`src/rtl/servo_pkg.sv`:
```
// rtl/servo_pkg.sv - shared servo pulse encoding constants and decoder state encoding
// Purpose: constants shared by the servo pulse driver and decoder so that encode
//          and decode agree, plus the decoder FSM state type.
// Ports:   none (package).
package servo_pkg;

  // clk_50 cycles per pulse-width tick
  localparam int SERVO_TICK_DIV     = 98;
  // ticks of high time that correspond to position 0
  localparam int SERVO_PULSE_OFFSET = 256;
  // width of a position code
  localparam int POS_W              = 8;

  typedef enum logic [1:0] {
    S_WAIT_LOW  = 2'd0,
    S_WAIT_RISE = 2'd1,
    S_MEASURE   = 2'd2
  } dec_state_t;

endpackage

```
`src/rtl/servo_tick_gen.sv`:
```
// rtl/servo_tick_gen.sv - restartable TICK_DIV prescaler
// Purpose: divides clk_50 down to a one-cycle tick every TICK_DIV cycles; a
//          restart forces the count back to 0 so widths are measured from the
//          detected edge.
// Ports:
//   clk_50   in  system clock
//   reset    in  synchronous active-high reset
//   restart  in  clear the prescaler to 0 this cycle
//   tick     out high while the prescaler sits at TICK_DIV-1
module servo_tick_gen import servo_pkg::*; #(
  parameter int TICK_DIV = SERVO_TICK_DIV
) (
  input  logic clk_50,
  input  logic reset,
  input  logic restart,
  output logic tick
);

  localparam int CW = (TICK_DIV > 1) ? $clog2(TICK_DIV) : 1;
  localparam logic [CW-1:0] LAST = CW'(TICK_DIV - 1);

  logic [CW-1:0] cnt_q;

  always_ff @(posedge clk_50) begin
    if (reset || restart) begin
      cnt_q <= '0;
    end else if (cnt_q == LAST) begin
      cnt_q <= '0;
    end else begin
      cnt_q <= cnt_q + 1'b1;
    end
  end

  assign tick = (cnt_q == LAST);

endmodule

```
`src/rtl/rcservo_pulse_decoder.sv`:
```
// rtl/rcservo_pulse_decoder.sv - RC servo pulse width to position decoder
// Purpose: measures the high time of a servo PWM pulse in ticks and decodes it
//          to an 8-bit position code (high time = PULSE_OFFSET + position ticks).
//          Optional glitch filter enabled by defining RCSERVO_GLITCH_FILTER_EN.
// Ports:
//   clk_50       in  system clock
//   reset        in  synchronous active-high reset
//   pulse_in     in  asynchronous servo pulse input
//   position     out last decoded position
//   valid        out one-cycle strobe when position updates
//   under_range  out last pulse shorter than PULSE_OFFSET ticks (sticky until next valid)
//   over_range   out last pulse longer than PULSE_OFFSET+255 ticks or stuck high
//   signal_lost  out no rising edge for TIMEOUT_TICKS ticks
module rcservo_pulse_decoder import servo_pkg::*; #(
  parameter int TICK_DIV      = SERVO_TICK_DIV,
  parameter int PULSE_OFFSET  = SERVO_PULSE_OFFSET,
  parameter int MAX_TICKS     = 1023,
  parameter int TIMEOUT_TICKS = 12800,
  parameter int FILTER_LEN    = 3
) (
  input  logic             clk_50,
  input  logic             reset,
  input  logic             pulse_in,
  output logic [POS_W-1:0] position,
  output logic             valid,
  output logic             under_range,
  output logic             over_range,
  output logic             signal_lost
);

`ifdef RCSERVO_GLITCH_FILTER_EN
  localparam bit GLITCH_EN = 1'b1;
`else
  localparam bit GLITCH_EN = 1'b0;
`endif

  localparam int W_W  = $clog2(MAX_TICKS + 1);
  localparam int TO_W = $clog2(TIMEOUT_TICKS + 1);
  // cycles after reset before the conditioned input reflects the pin
  localparam int PIPE_DEPTH = 2 + (GLITCH_EN ? FILTER_LEN : 0);
  localparam int PRIME_W    = $clog2(PIPE_DEPTH + 1);

  localparam logic [W_W-1:0]     MAX_W    = W_W'(MAX_TICKS);
  localparam logic [W_W-1:0]     OFFSET_W = W_W'(PULSE_OFFSET);
  localparam logic [W_W-1:0]     HI_W     = W_W'(PULSE_OFFSET + 255);
  localparam logic [TO_W-1:0]    TO_MAX   = TO_W'(TIMEOUT_TICKS);
  localparam logic [PRIME_W-1:0] PRIME_DONE = PRIME_W'(PIPE_DEPTH);

  logic [1:0] sync_q;
  logic       sig;
  logic       prev_q;
  logic       rise;
  logic       fall;
  logic       tick;

  logic [PRIME_W-1:0] prime_q;
  logic               primed;

  dec_state_t       state_q, state_d;
  logic [W_W-1:0]   width_q, width_d, width_inc;
  logic [POS_W-1:0] pos_q, pos_d;
  logic             valid_q, valid_d;
  logic             under_q, under_d;
  logic             over_q, over_d;
  logic [TO_W-1:0]  to_q;

  // two-flop synchronizer
  always_ff @(posedge clk_50) begin
    if (reset) begin
      sync_q <= 2'b00;
    end else begin
      sync_q <= {sync_q[0], pulse_in};
    end
  end

`ifdef RCSERVO_GLITCH_FILTER_EN
  localparam int FC_W = (FILTER_LEN > 1) ? $clog2(FILTER_LEN) : 1;
  localparam logic [FC_W-1:0] FC_LAST = FC_W'(FILTER_LEN - 1);

  logic            filt_q;
  logic [FC_W-1:0] fcnt_q;

  // output follows the synced input only after FILTER_LEN consecutive
  // samples that disagree with it
  always_ff @(posedge clk_50) begin
    if (reset) begin
      filt_q <= 1'b0;
      fcnt_q <= '0;
    end else if (sync_q[1] == filt_q) begin
      fcnt_q <= '0;
    end else if (fcnt_q == FC_LAST) begin
      filt_q <= sync_q[1];
      fcnt_q <= '0;
    end else begin
      fcnt_q <= fcnt_q + 1'b1;
    end
  end

  assign sig = filt_q;
`else
  assign sig = sync_q[1];
`endif

  // edge detect
  always_ff @(posedge clk_50) begin
    if (reset) begin
      prev_q <= 1'b0;
    end else begin
      prev_q <= sig;
    end
  end

  assign rise = sig & ~prev_q;
  assign fall = ~sig & prev_q;

  // The input pipeline resets to 0, so right after reset sig reads low even
  // if the pin is high. Hold S_WAIT_LOW until the pipeline has refilled so a
  // pulse already in progress at reset release is not mistaken for a new one.
  always_ff @(posedge clk_50) begin
    if (reset) begin
      prime_q <= '0;
    end else if (prime_q != PRIME_DONE) begin
      prime_q <= prime_q + 1'b1;
    end
  end

  assign primed = (prime_q == PRIME_DONE);

  servo_tick_gen #(
    .TICK_DIV (TICK_DIV)
  ) u_tick_gen (
    .clk_50  (clk_50),
    .reset   (reset),
    .restart (rise),
    .tick    (tick)
  );

  // width after counting this cycle's tick (saturating)
  assign width_inc = (tick && (width_q != MAX_W)) ? width_q + 1'b1 : width_q;

  always_ff @(posedge clk_50) begin
    if (reset) begin
      state_q <= S_WAIT_LOW;
      width_q <= '0;
      pos_q   <= '0;
      valid_q <= 1'b0;
      under_q <= 1'b0;
      over_q  <= 1'b0;
    end else begin
      state_q <= state_d;
      width_q <= width_d;
      pos_q   <= pos_d;
      valid_q <= valid_d;
      under_q <= under_d;
      over_q  <= over_d;
    end
  end

  always_comb begin
    state_d = state_q;
    width_d = width_q;
    pos_d   = pos_q;
    valid_d = 1'b0;
    under_d = under_q;
    over_d  = over_q;

    case (state_q)
      S_WAIT_LOW: begin
        if (primed && !sig) begin
          state_d = S_WAIT_RISE;
        end
      end

      S_WAIT_RISE: begin
        if (rise) begin
          width_d = '0;
          state_d = S_MEASURE;
        end
      end

      S_MEASURE: begin
        width_d = width_inc;
        if (fall) begin
          state_d = S_WAIT_RISE;
          valid_d = 1'b1;
          if (width_inc < OFFSET_W) begin
            pos_d   = '0;
            under_d = 1'b1;
            over_d  = 1'b0;
          end else if (width_inc > HI_W) begin
            pos_d   = '1;
            under_d = 1'b0;
            over_d  = 1'b1;
          end else begin
            pos_d   = POS_W'(width_inc - OFFSET_W);
            under_d = 1'b0;
            over_d  = 1'b0;
          end
        end else if (width_inc == MAX_W) begin
          // stuck high: abandon the pulse and wait for the line to drop
          state_d = S_WAIT_LOW;
          under_d = 1'b0;
          over_d  = 1'b1;
        end
      end

      default: begin
        state_d = S_WAIT_LOW;
      end
    endcase
  end

  // ticks since the last rise, saturating at the timeout
  always_ff @(posedge clk_50) begin
    if (reset || rise) begin
      to_q <= '0;
    end else if (tick && (to_q != TO_MAX)) begin
      to_q <= to_q + 1'b1;
    end
  end

  assign position    = pos_q;
  assign valid       = valid_q;
  assign under_range = under_q;
  assign over_range  = over_q;
  assign signal_lost = (to_q == TO_MAX);

endmodule
```
`config.mk`:
```
export PLATFORM = sky130hd
export DESIGN_NAME = rcservo_pulse_decoder
export DESIGN_NICKNAME = d
export VERILOG_FILES = /design/src/rtl/servo_pkg.sv /design/src/rtl/servo_tick_gen.sv /design/src/rtl/rcservo_pulse_decoder.sv
export SDC_FILE = /design/constraint.sdc
export NUM_CORES = 1
export LEC_CHECK = 0
export CORE_ASPECT_RATIO = 0.6
export CORE_MARGIN = 2
export CORE_UTILIZATION = 55
export DETAILED_ROUTE_END_ITERATION = 7
export GPL_TIMING_DRIVEN = 0
export PLACE_DENSITY = 0.72
export SYNTH_ARGS = -nofsm -noshare
export SYNTH_HDL_FRONTEND = slang
export SYNTH_HIERARCHICAL = 1
export SYNTH_SLANG_ARGS = --single-unit
```
`constraint.sdc`:
```
create_clock -name clk_50 -period 7.87 [get_ports clk_50]
set_input_delay 1.574 -clock clk_50 [delete_from_list [all_inputs] [get_ports clk_50]]
set_output_delay 1.574 -clock clk_50 [all_outputs]
set_load 0.01 [all_outputs]
```
==> flow_summary.json, run 1 <==
{
  "drt-wirelength-per-cell_um": 14.0,
  "overflow": 0,
  "ir_drop_uv": 121,
  "final_cell_mix": "49 x dfxtp_1, 39 x nor2_1, 25 x nand2_1",
  "path_max_fanout": 5,
  "drive_above_1_share": 0.0789,
  "post_cts_resized": 0,
  "port_buffers": 14,
  "syn-instance-count": 282,
  "synth_flop_cell": "dfxtp_1",
  "grt_max_degree": 15,
  "grt_pass1_wl_um": 7980,
  "drv_cap": 0,
  "ant_nets": 0,
  "grt.total_usage": 0.219,
  "hp-class": "register to register",
  "via_per_inst": 5.63,
  "crit_required_ps": 6300,
  "dp_hpwl_um": 3740,
  "final.min_clock_period_ps": 3800,
  "drcViolationCount": 0,
  "synth_seq_cells": 49,
  "top_layer": "met4",
  "core_mm2": 0.00414,
  "vias": 2049,
  "worstPathArrival_ps": 2220,
  "cp_slowest_cell": "clkdlybuf4s50_1",
  "synth_edf_count": 0,
  "hold_viol_final": 0,
  "async_flop_share": 0,
  "drt-met1-wl_um": 2590,
  "p_per_area_mw_per_mm2": 179,
  "clock_sinks": 49,
  "met2_length_um": 2050,
  "pin_count": 15,
  "grt_pass1_vias": 1646,
  "drtIter0Drc": 128,
  "wl_met3_um": 438,
  "firstDrtPassIters": 4,
  "netlist_area_mm2": 0.00239,
  "yosysWarnings": 6,
  "path_depth": 5,
  "final_common_cell": "dfxtp_1",
  "initial_core_util": 0.578,
  "antenna_found_initial": 0,
  "postCtsHoldBufs": 0,
  "yosysSeqAreaShare": 0.410,
  "die-area_mm2": 0.00491,
  "area_growth_syn_to_layout_pct": 13.8,
  "h-tree-depth": 2,
  "critPathTopFamily": "simple AND/OR/NAND/NOR gates",
  "cts.clk_slew.worst_paths_ps": 90,
  "cts-root-buf": "clkbuf_8",
  "synth_area_leaders": "dfxtp_1 41%, nor2_1 6.1%, xor2_1 5.1%",
  "gp_congestion": 0.912,
  "whs_path_depth": 1,
  "worstRegToRegCells": 9,
  "tritoncts": "yes",
  "postSynthAreaPerCell_um2": 8.49,
  "worst_clock_skew_ps": 7.04,
  "worstPathBufferInverterCount": 2,
  "p_leak_nw": 0.949,
  "crit_type": "register to primary output",
  "synth_top_area_frac": 0.410,
  "synth_top_area_cell": "dfxtp_1",
  "ctsLongestPathBuffers": 2,
  "timing.hold.ws_ps": 468,
  "wl_um": 5110,
  "die_x_um": 89.2,
  "insertion_delay_ps": 300,
  "cts_made_buffers": 5,
  "fin_tns_setup_ps": 0,
  "max_freq_ghz": 0.263,
  "nets": 312,
  "slowest_delay_ps": 580,
  "setup_viol": 0,
  "status": "finished, final reports clean",
  "ys_types": 44,
  "crit_path_start_kind": "register",
  "relSlewSlack": 0.552,
  "cp_cell_sequence": "inv_1 > ha_1 > or4b_1 > nor4_1 > clkdlybuf4s50_1",
  "cts_setup_buffers": 0,
  "syn-num-nets": 291,
  "die_h_um": 55.1,
  "critPathCaptureType": "primary output",
  "slew_viol_final": 0,
  "tightest_slew_ps": 667,
  "row_count": 18,
  "grt_setup_unrepaired": "false",
  "timing.final.crit_share": 0.483,
  "diodes": 0
}
## where the power goes
part	internal [W]	switching, W
sequential	0.000256	0.00000586
clock	0.000104	0.0000843
combinational	0.0000157	0.0000211
total	0.000376	0.000111
## synth_stat cells, drive strengths merged, types with 8 or more instances
library cell   n
a21oi         23
nand2         25
o21ai         10
dfxtp         49
nor2          39
nand4          8
nand3         18
nand2b         8
xor2          14
clkbuf         9
## metal layers
layer,track usage,vias up
met5,0,-
met4,0.0448,0
met3,0.0638,4
met2,0.298,60
met1,0.338,949
li1,-,1036
## worst paths after layout
kind	start	slack, ps	to
setup reg to reg	u_tick_gen/cnt_q[3]	4760	over_range
hold / removal	sync_q[0]	470	sync_q[1]
setup / recovery	to_q[0]	4070	signal_lost
hold reg to reg	sync_q[0]	470	sync_q[1]
## cell type report
type / count / area, µm²
Clock buffer: 7 / 86.3
Inverter: 5 / 18.8
Clock inverter: 1 / 30.0
Sequential cell: 49 / 981
Timing Repair Buffer: 14 / 140
Multi-Input combinational cell: 216 / 1350
Buffer: 12 / 50.0
Tap cell: 60 / 75.1
Fill cell: 394 / 1420
## logic make-up after synthesis
| family | synth area share |
|---|---|
| compound gates | 0.138 |
| simple gates | 0.300 |
| mux | 0.0266 |
| buf+inv | 0.0287 |
| xor+xnor | 0.0658 |
| flops | 0.410 |
| fa+ha+maj | 0.0313 |
## state kept, by name, summed over array words and instances (netlist names)
register	flops
valid	1
prev_q	1
prime_q	2
over_range	1
state_q	2
width_q	10
u_tick_gen/cnt_q	7
position	8
under_range	1
to_q	14
sync_q	2
## stage by stage
stage	area, µm²	instances	util	total power, W	setup slack (ps)
floorplan	2390	282	-	0.000296	4890
global placement	2610	356	0.630	0.000303	4420
detailed placement	2610	356	0.630	0.000306	4390
CTS	2730	364	0.658	0.000491	4040
global route	2730	364	0.658	0.000507	3960
finish	2730	364	0.658	0.000487	4070
## worst register-to-register path, cell delays in order (launching register included)
cell and delay [ps]:
dfxtp_1 360, or4b_4 570, nor2_1 100, buf_2 230, nand4_1 220, a31oi_2 380
nand4_1 210, xor2_1 550, nor3_1 90, a221o_1 300
Power figures use the tool's default switching activity.
==> inputs of run 2 (changes only) <==
--- a/config.mk
+++ b/config.mk
@@ -7,7 +7,7 @@
 export LEC_CHECK = 0
 export CORE_ASPECT_RATIO = 0.6
 export CORE_MARGIN = 2
-export CORE_UTILIZATION = 55
+export CORE_UTILIZATION = 53
 export DETAILED_ROUTE_END_ITERATION = 7
 export GPL_TIMING_DRIVEN = 0
 export PLACE_DENSITY = 0.72
==> constraint.sdc (replaced) <==
create_clock -name clk_50 -period 3.4 [get_ports clk_50]
set_input_delay 0.68 -clock clk_50 [delete_from_list [all_inputs] [get_ports clk_50]]
set_output_delay 0.68 -clock clk_50 [all_outputs]
set_load 0.01 [all_outputs]
==> run 2 against run 1 <==
  * First-iteration DRC count up 30%
  * Sequential cell count unchanged
  * Sequential power up 130%
  * Register-to-register slack worse by 4600 ps
  * Clock skew down 2.6 ps
  * Worst hold slack worse by 26 ps
  * Clock power up 86%
  * Power up 110%
  * Wire length up 1.6%
==> flow_summary.json, run 2 (synthesized netlist as in run 1, its figures left out) <==
{
  "power_w": 0.00104,
  "ir_drop_uv": 258,
  "grt_pass1_vias": 1830,
  "die-area_mm2": 0.00509,
  "slew_viol_final": 0,
  "area_growth_syn_to_layout_pct": 12.6,
  "critPathCaptureType": "register",
  "diodes": 0,
  "overflow": 0,
  "path_max_fanout": 9,
  "clock_sinks": 49,
  "p_leak_nw": 0.934,
  "cts-root-buf": "clkbuf_8",
  "worst_clock_skew_ps": 4.42,
  "worstPathArrival_ps": 3450,
  "fin_ws_ps": 164,
  "nFillCells": 400,
  "cp_common_cell": "nand4_1",
  "drt-met1-wl_um": 2750,
  "crit_start": "u_tick_gen/cnt_q[3]",
  "antenna_found_initial": 0,
  "via_per_inst": 5.68,
  "die_h_um": 56.1,
  "largest-register": "to_q",
  "worstPathBufferInverterCount": 1,
  "final.min_clock_period_ps": 3240,
  "pin_count": 15,
  "p_per_area_mw_per_mm2": 387,
  "critPathTopFamily": "simple AND/OR/NAND/NOR gates",
  "core_mm2": 0.00423,
  "status": "finished, final reports clean",
  "tightest_slew_ps": 690,
  "timing.rr.start": "u_tick_gen/cnt_q[3]",
  "crit_required_ps": 3610,
  "nets": 312,
  "crit_path_start_kind": "register",
  "r2r_slack_ps": 160,
  "drv_cap": 0,
  "firstDrtPassIters": 6,
  "crit_type": "register to register",
  "drive_above_1_share": 0.0822,
  "gp_congestion": 0.913,
  "vias": 2068,
  "grt_max_degree": 16,
  "cts_setup_buffers": 0,
  "max_freq_ghz": 0.309,
  "grt.total_usage": 0.222,
  "relSlewSlack": 0.539,
  "slowest_delay_ps": 600,
  "drtIter0Drc": 167,
  "row_count": 18,
  "tritoncts": "yes",
  "top_layer": "met4",
  "drcViolationCount": 0,
  "final_common_cell": "dfxtp_1",
  "port_buffers": 14,
  "ctsLongestPathBuffers": 2,
  "cp_slowest_cell": "xor2_1",
  "timing.final.crit_share": 0.952,
  "die_x_um": 90.8,
  "initial_core_util": 0.566,
  "met2_length_um": 1980,
  "wl_um": 5190,
  "grt_pass1_wl_um": 8960,
  "largest_reg_flops": 14,
  "ant_nets": 0,
  "insertion_delay_ps": 310,
  "dp_slack_ps": 247,
  "h-tree-depth": 2,
  "drt-wirelength-per-cell_um": 14.3,
  "worstHoldStart": "sync_q[0]",
  "cp_cell_sequence": "or4b_4 > nor2_1 > buf_2 > nand4_1 > a31oi_2 > nand4_1 > xor2_1 > nor3_1 > a221o_1",
  "dp_hpwl_um": 3750,
  "cts_made_buffers": 5,
  "wl_met3_um": 371,
  "hold_viol_final": 0,
  "hp-class": "register to register",
  "grt_setup_unrepaired": "true",
  "cts.clk_slew.worst_paths_ps": 90,
  "final_cell_mix": "49 x dfxtp_1, 39 x nor2_1, 25 x nand2_1",
  "setup_viol": 0
}
[run 2: power breakdown]
part           total (W)  internal, W  switching (W)
Sequential      0.000608     0.000594      0.0000143
Clock           0.000349     0.000142       0.000207
Combinational  0.0000856    0.0000371      0.0000484
Total            0.00104     0.000773       0.000270
[run 2: area by class of cell]
class	instances	area, µm²	share of cell area
repair buffers	14	140	0.0520
multi-input cells	216	1350	0.499
plain buffers	12	50.0	0.0186
clock inverters	3	17.5	0.00650
well taps	60	75.1	0.0278
inverters	5	18.8	0.00696
flip-flops and latches	49	981	0.364
clock buffers	5	68.8	0.0255
[run 2: per-layer routing]
metal  global-route usage  vias up
li1                     -     1043
met1                0.337      937
met2                0.296       78
met3               0.0528       10
met4               0.0887        0
met5                    0        -
[run 2: path summary, 6_finish.rpt]
path | endpoint | depth (start not counted)
hold / removal | sync_q[1] | 1
hold reg to reg | sync_q[1] | 1
setup / recovery | over_range | 9
setup reg to reg | over_range | 9
[run 2: what timing repair did]
item,4_1_cts,5_1_grt
setup endpoints to repair,0,1
endpoints found under the hold margin,0,0
gates resized for setup,0,0
hold buffers,0,0
[run 2: metrics by stage]
step | hold WS (ps) | setup TNS (ps) | cell area [µm²] | util | cells
CTS | 445 | 0 | 2700 | 0.637 | 364
global route | 462 | -11.4 | 2700 | 0.637 | 364
detailed placement | 422 | 0 | 2610 | 0.616 | 356
finish | 441 | 0 | 2700 | 0.637 | 364
floorplan | 414 | 0 | 2390 | - | 282
global placement | 416 | 0 | 2610 | 0.616 | 356
==> inputs of run 3 (changes only) <==
--- a/config.mk
+++ b/config.mk
@@ -11,6 +11,7 @@
 export DETAILED_ROUTE_END_ITERATION = 7
 export GPL_TIMING_DRIVEN = 0
 export PLACE_DENSITY = 0.72
+export RECOVER_POWER = 25
 export SYNTH_ARGS = -nofsm -noshare
 export SYNTH_HDL_FRONTEND = slang
 export SYNTH_HIERARCHICAL = 1
==> run 3 against run 2 <==
  * Critical path depth unchanged
  * Non-clock buffer count unchanged
  * Clock-buffer cell count unchanged
  * Wire length decreased by 0.23%
  * Combinational power about the same
  * First-iteration DRC count unchanged
  * Via count decreased by 0.68%
  * Final cell count unchanged
  * Maximum frequency increased by 0.61%
  * Global-route usage unchanged
  * Largest cell class unchanged
  * Largest power group unchanged
==> flow_summary.json, run 3 (synthesized netlist as in run 1, its figures left out) <==
{
  "timing.hold.ws_ps": 442,
  "switching_share": 0.256,
  "hp-class": "register to register",
  "diodes": 0,
  "cts-root-buf": "clkbuf_8",
  "ant_nets": 0,
  "status": "finished, final reports clean",
  "final_common_cell": "dfxtp_1",
  "tritoncts": "yes",
  "drv_cap": 0,
  "worstPathBufferInverterCount": 1,
  "insertion_delay_ps": 310,
  "core_mm2": 0.00423,
  "clock_sinks": 49,
  "drcViolationCount": 0,
  "port_buffers": 14,
  "tightest_slew_ps": 662,
  "grt_pass1_vias": 1830,
  "worstPathArrival_ps": 3420,
  "final_core_util": 0.637,
  "slew_viol_final": 0,
  "path_max_fanout": 9,
  "grt_setup_unrepaired": "true",
  "combPwrFrac": 0.082,
  "largest_reg_flops": 14,
  "cts_made_buffers": 5,
  "firstDrtPassIters": 4,
  "cp_cell_sequence": "or4b_4 > nor2_1 > buf_2 > nand4_1 > a31oi_2 > nand4_1 > xor2_1 > nor3_1 > a221o_1",
  "relSlewSlack": 0.557,
  "antenna_found_initial": 0,
  "initial_core_util": 0.566,
  "nets": 312,
  "die_x_um": 90.8,
  "drt-wirelength-per-cell_um": 14.2,
  "grt_pass1_wl_um": 8960,
  "cts.clk_slew.worst_paths_ps": 90,
  "grt.total_usage": 0.222,
  "fin_ws_ps": 184,
  "p_switching_w": 0.000267,
  "die_h_um": 56.1,
  "crit_type": "register to register",
  "hold_viol_final": 0,
  "p_int_w": 0.000773,
  "vias": 2054,
  "p_per_area_mw_per_mm2": 386,
  "drive_above_1_share": 0.0822,
  "crit_path_start_kind": "register",
  "setup_viol": 0,
  "die-area_mm2": 0.00509,
  "row_count": 18,
  "critPathCaptureType": "register",
  "pin_count": 15,
  "cp_slowest_cell": "xor2_1",
  "ir_drop_uv": 258,
  "area_growth_syn_to_layout_pct": 12.6,
  "clockPowerShare": 0.333,
  "cp_common_cell": "nand4_1",
  "largest-register": "to_q",
  "h-tree-depth": 2,
  "overflow": 0,
  "final_cell_mix": "49 x dfxtp_1, 39 x nor2_1, 25 x nand2_1",
  "final.min_clock_period_ps": 3220,
  "gp_congestion": 0.913,
  "dp_slack_ps": 247,
  "wl_um": 5180,
  "via_per_inst": 5.64,
  "drtIter0Drc": 167,
  "dp_hpwl_um": 3750,
  "seqPwrFrac": 0.585,
  "ctsLongestPathBuffers": 2,
  "crit_required_ps": 3610,
  "critPathTopFamily": "simple AND/OR/NAND/NOR gates",
  "p_leak_nw": 0.949,
  "slowest_delay_ps": 580,
  "max_freq_ghz": 0.311,
  "timing.final.crit_share": 0.946,
  "worst_clock_skew_ps": 4.49,
  "grt_max_degree": 16,
  "post_cts_resized": 0
}
[run 3: cell count changes in the layout (fill, tap and decap cells not counted)]
cell / delta
clkdlybuf4s50_1: -4
dlygate4sd3_1: +4
[run 3: worst reg2reg max path, stage by stage, from the launching register on]
cell	delay [ps]
dfxtp_1	360
or4b_4	570
nor2_1	90
buf_2	220
nand4_1	260
a31oi_2	420
nand4_1	210
xor2_1	580
nor3_1	100
a221o_1	300
[run 3: final cells by class]
type                    instances  area (µm²)
inverters                       5        18.8
multi-input cells             216        1350
clock buffers                   5        68.8
fillers                       400        1540
clock inverters                 3        17.5
flip-flops and latches         49         981
well taps                      60        75.1
repair buffers                 14         140
plain buffers                  12        50.0
[run 3: metrics by stage]
stage	setup TNS, ps	power, W	cells	instance area, µm²
floorplan	0	0.000686	282	2390
global placement	0	0.000702	356	2610
detailed placement	0	0.000708	356	2610
CTS	0	0.00105	364	2700
global route	-11.4	0.00108	364	2700
finish	0	0.00104	364	2700
[run 3: layer usage]
metal	vias to the layer above	share of wire	global-route usage
met5	-	0	0
met4	0	0.014	0.0887
met3	7	0.089	0.0528
met2	81	0.39	0.296
met1	925	0.51	0.337
li1	1041	-	-
[run 3: final timing paths]
kind	endpoint	cells after the start	slack (ps)	startpoint
max	over_range	9	180	u_tick_gen/cnt_q[3]
min	sync_q[1]	1	440	sync_q[0]
max reg2reg	over_range	9	180	u_tick_gen/cnt_q[3]
min reg2reg	sync_q[1]	1	440	sync_q[0]
[run 3: repair_timing]
| action | in CTS | in global routing |
|---|---|---|
| buffers inserted | 0 | 0 |
| hold buffers | 0 | 0 |
| setup endpoints to repair | 0 | 1 |
[run 3: power by group through the flow]
stage / clock (W) / combinational, W / sequential (W)
final: 0.000346 / 0.0000855 / 0.000608
after global routing: 0.000374 / 0.0000978 / 0.000611
after CTS: 0.000354 / 0.0000871 / 0.000608
after detailed placement: 0 / 0.0000871 / 0.000621
after global placement: 0 / 0.0000820 / 0.000620
after floorplan: 0 / 0.0000678 / 0.000618
==> RTL edit: new RTL, settings of run 2 <==
Set the package constant `POS_W` to 10 (it was 8).
--- a/src/rtl/servo_pkg.sv
+++ b/src/rtl/servo_pkg.sv
@@ -9,7 +9,7 @@
   // ticks of high time that correspond to position 0
   localparam int SERVO_PULSE_OFFSET = 256;
   // width of a position code
-  localparam int POS_W              = 8;
+  localparam int POS_W              = 10;
 
   typedef enum logic [1:0] {
     S_WAIT_LOW  = 2'd0,
Interface: changed (resized position); port bits go from 15 to 17. The function was not compared with the original's and may differ.
==> RTL edit against run 2 <==
  * First-iteration DRC count grew 29%
  * Worst setup slack lost 0.074 ns
  * Wire length grew 21%
  * Total power grew 13%
  * Final area grew 13%
  * Area after synthesis grew 11%
  * Synthesized cell count grew 12%
  * Sequential cell count grew 2
==> RTL edit: results (changes against run 2) <==
status=complete, no violations; post-synth net total=328 (+13%); worst r2r dst=position[8]$_SDFFE_PP0P_; CTS buffer count=5 (unchanged); Via density=5.84 (+2.9%); Post-DP HPWL=4430 um (+18%); peak supply drop=0.314 mV (+21%); reg2reg setup slack=0.09 ns (-0.07 ns); Sink Count=51 (+4.1%); max reg flops=14 (unchanged); reg2reg path depth=11 (+2); GRT Total Usage=23.5% (+1.3 points); Leak=1.08 nW (+15%); First-pass DRT Iterations=5 (-1); Warnings, synthesis=6 (unchanged); ratio of cells with drive above 1 in the final layout=10.6% (+2.3 points); Hold Path Cell Cnt=1 (unchanged); most frequent cell after synthesis=dfxtp_1; sequential share of the synthesized area=38.5% (-2.4 points); routability cong.=0.975 (+6.9%); Synth area leaders=dfxtp_1 (39%), nor2_1 (6.9%), a21oi_1 (5.7%), xor2_1 (4.3%), ha_1 (4.3%); first-pass GRT wire length=9960 um (+11%); Antenna diodes=0 (unchanged); ys flop type=dfxtp_1; Iteration-0 DRC Markers=215 (+29%); post-synth cell types=52 (+18%); Nets=352 (+13%); Detailed Route WL=6290 um (+21%); critical path's top delay family=simple AND/OR/NAND/NOR gates; antenna violations before repair=0 (unchanged); vias in the first global route=1941 (+6.1%); data arrival time of the worst path=3.53 ns (+0.08 ns); FF-to-FF Start=u_tick_gen/cnt_q[3]$_SDFF_PP0_; Commonest cells post-synth=dfxtp_1 (51), nor2_1 (49), a21oi_1 (30); Fillers=388 (-3.0%); slowest cell on the critical path=or4b_4; Worst slew margin=60.9% (+7.0 points); Setup Skew=0.00455 ns (+0.000128 ns); worst skew pair latency=0.32 ns; pin count of the biggest net entering global routing=17 (+1); port buffer count=16 (+2); Hold Path Origin=sync_q[0]$_SDFF_PP0_; Worst path max stage delay=0.59 ns; largest reg by FF count=to_q; Slew Viols, Final=0 (unchanged); critical path fanouts, max=5 (-4)
==> RTL edit: changes by cell type after synthesis, sizes merged, moves of 4 or more <==
cell           run 2  this run
nor2              39        49
a21oi             23        30
inv                5        11
a22oi              0         5
buf                3         8
nor3               5        10
a311oi             6         2
and3               6         2
==> RTL edit: metal layers <==
layer  vias up  share of wire [%]  track usage (%)
met5         -                  0                0
met4         0                1.3             7.45
met3        10                 11             8.19
met2       104                 37             28.8
met1      1090                 51             37.0
li1       1157                  -                -
==> RTL edit: worst max-delay path by stage <==
stage	cells after the start	startpoint	slack, ns	end
floorplan	10	u_tick_gen/cnt_q[3]$_SDFF_PP0_	0.32	position[8]$_SDFFE_PP0P_
global route	11	u_tick_gen/cnt_q[3]$_SDFF_PP0_	-0.0006	position[8]$_SDFFE_PP0P_
global placement	10	u_tick_gen/cnt_q[3]$_SDFF_PP0_	-0.12	position[8]$_SDFFE_PP0P_
finish	11	u_tick_gen/cnt_q[3]$_SDFF_PP0_	0.09	position[8]$_SDFFE_PP0P_
CTS	10	u_tick_gen/cnt_q[3]$_SDFF_PP0_	0.02	position[8]$_SDFFE_PP0P_
detailed placement	10	u_tick_gen/cnt_q[3]$_SDFF_PP0_	-0.17	position[8]$_SDFFE_PP0P_
==> RTL edit: stage by stage <==
step | worst slack, ns | total power, mW | area, um2 | hold slack, ns | cells
6_report | 0.0898 | 1.18 | 3050 | 0.443 | 404
5_1_grt | -0.000649 | 1.23 | 3050 | 0.463 | 404
4_1_cts | 0.0244 | 1.18 | 3020 | 0.447 | 404
3_5_place_dp | -0.170 | 0.731 | 2890 | 0.425 | 395
3_3_place_gp | -0.117 | 0.728 | 2890 | 0.429 | 395
2_1_floorplan | 0.316 | 0.710 | 2650 | 0.414 | 316
==> RTL edit: layout make-up <==
cell class              instances  area, um2  share of cell area [%]
plain buffers                  15       86.3                    2.83
clock buffers                   6       82.6                    2.71
clock inverters                 2       38.8                    1.27
inverters                      11       41.3                    1.35
multi-input cells             239       1540                    50.3
flip-flops and latches         51       1020                    33.5
well taps                      63       78.8                    2.58
repair buffers                 17        168                    5.49
==> RTL edit: power breakdown <==
group	switching [mW]	total [mW]	internal, mW
Combinational	0.0507	0.0876	0.0368
Sequential	0.0132	0.630	0.617
Clock	0.216	0.458	0.242
==> RTL edit: kinds of logic (layout without fill, tap and decap cells) <==
logic type,Yosys count,count (layout),share of synthesized area [%]
and+or+nand+nor,141,141,27.0
buffers and inverters,26,51,4.82
DFF,51,51,38.5
xor gates and xnor gates,19,19,6.57
muxes,6,6,2.36
AOI/OAI and AO/OA,64,64,16.4
adders and majority gates,9,9,4.25
==> RTL edit: what timing repair did <==
item,4_1_cts,5_1_grt
resized for setup,2,5
gates cloned,0,0
setup buffers,1,0
endpoints found under the setup margin,9,11
hold endpoints to repair,0,0
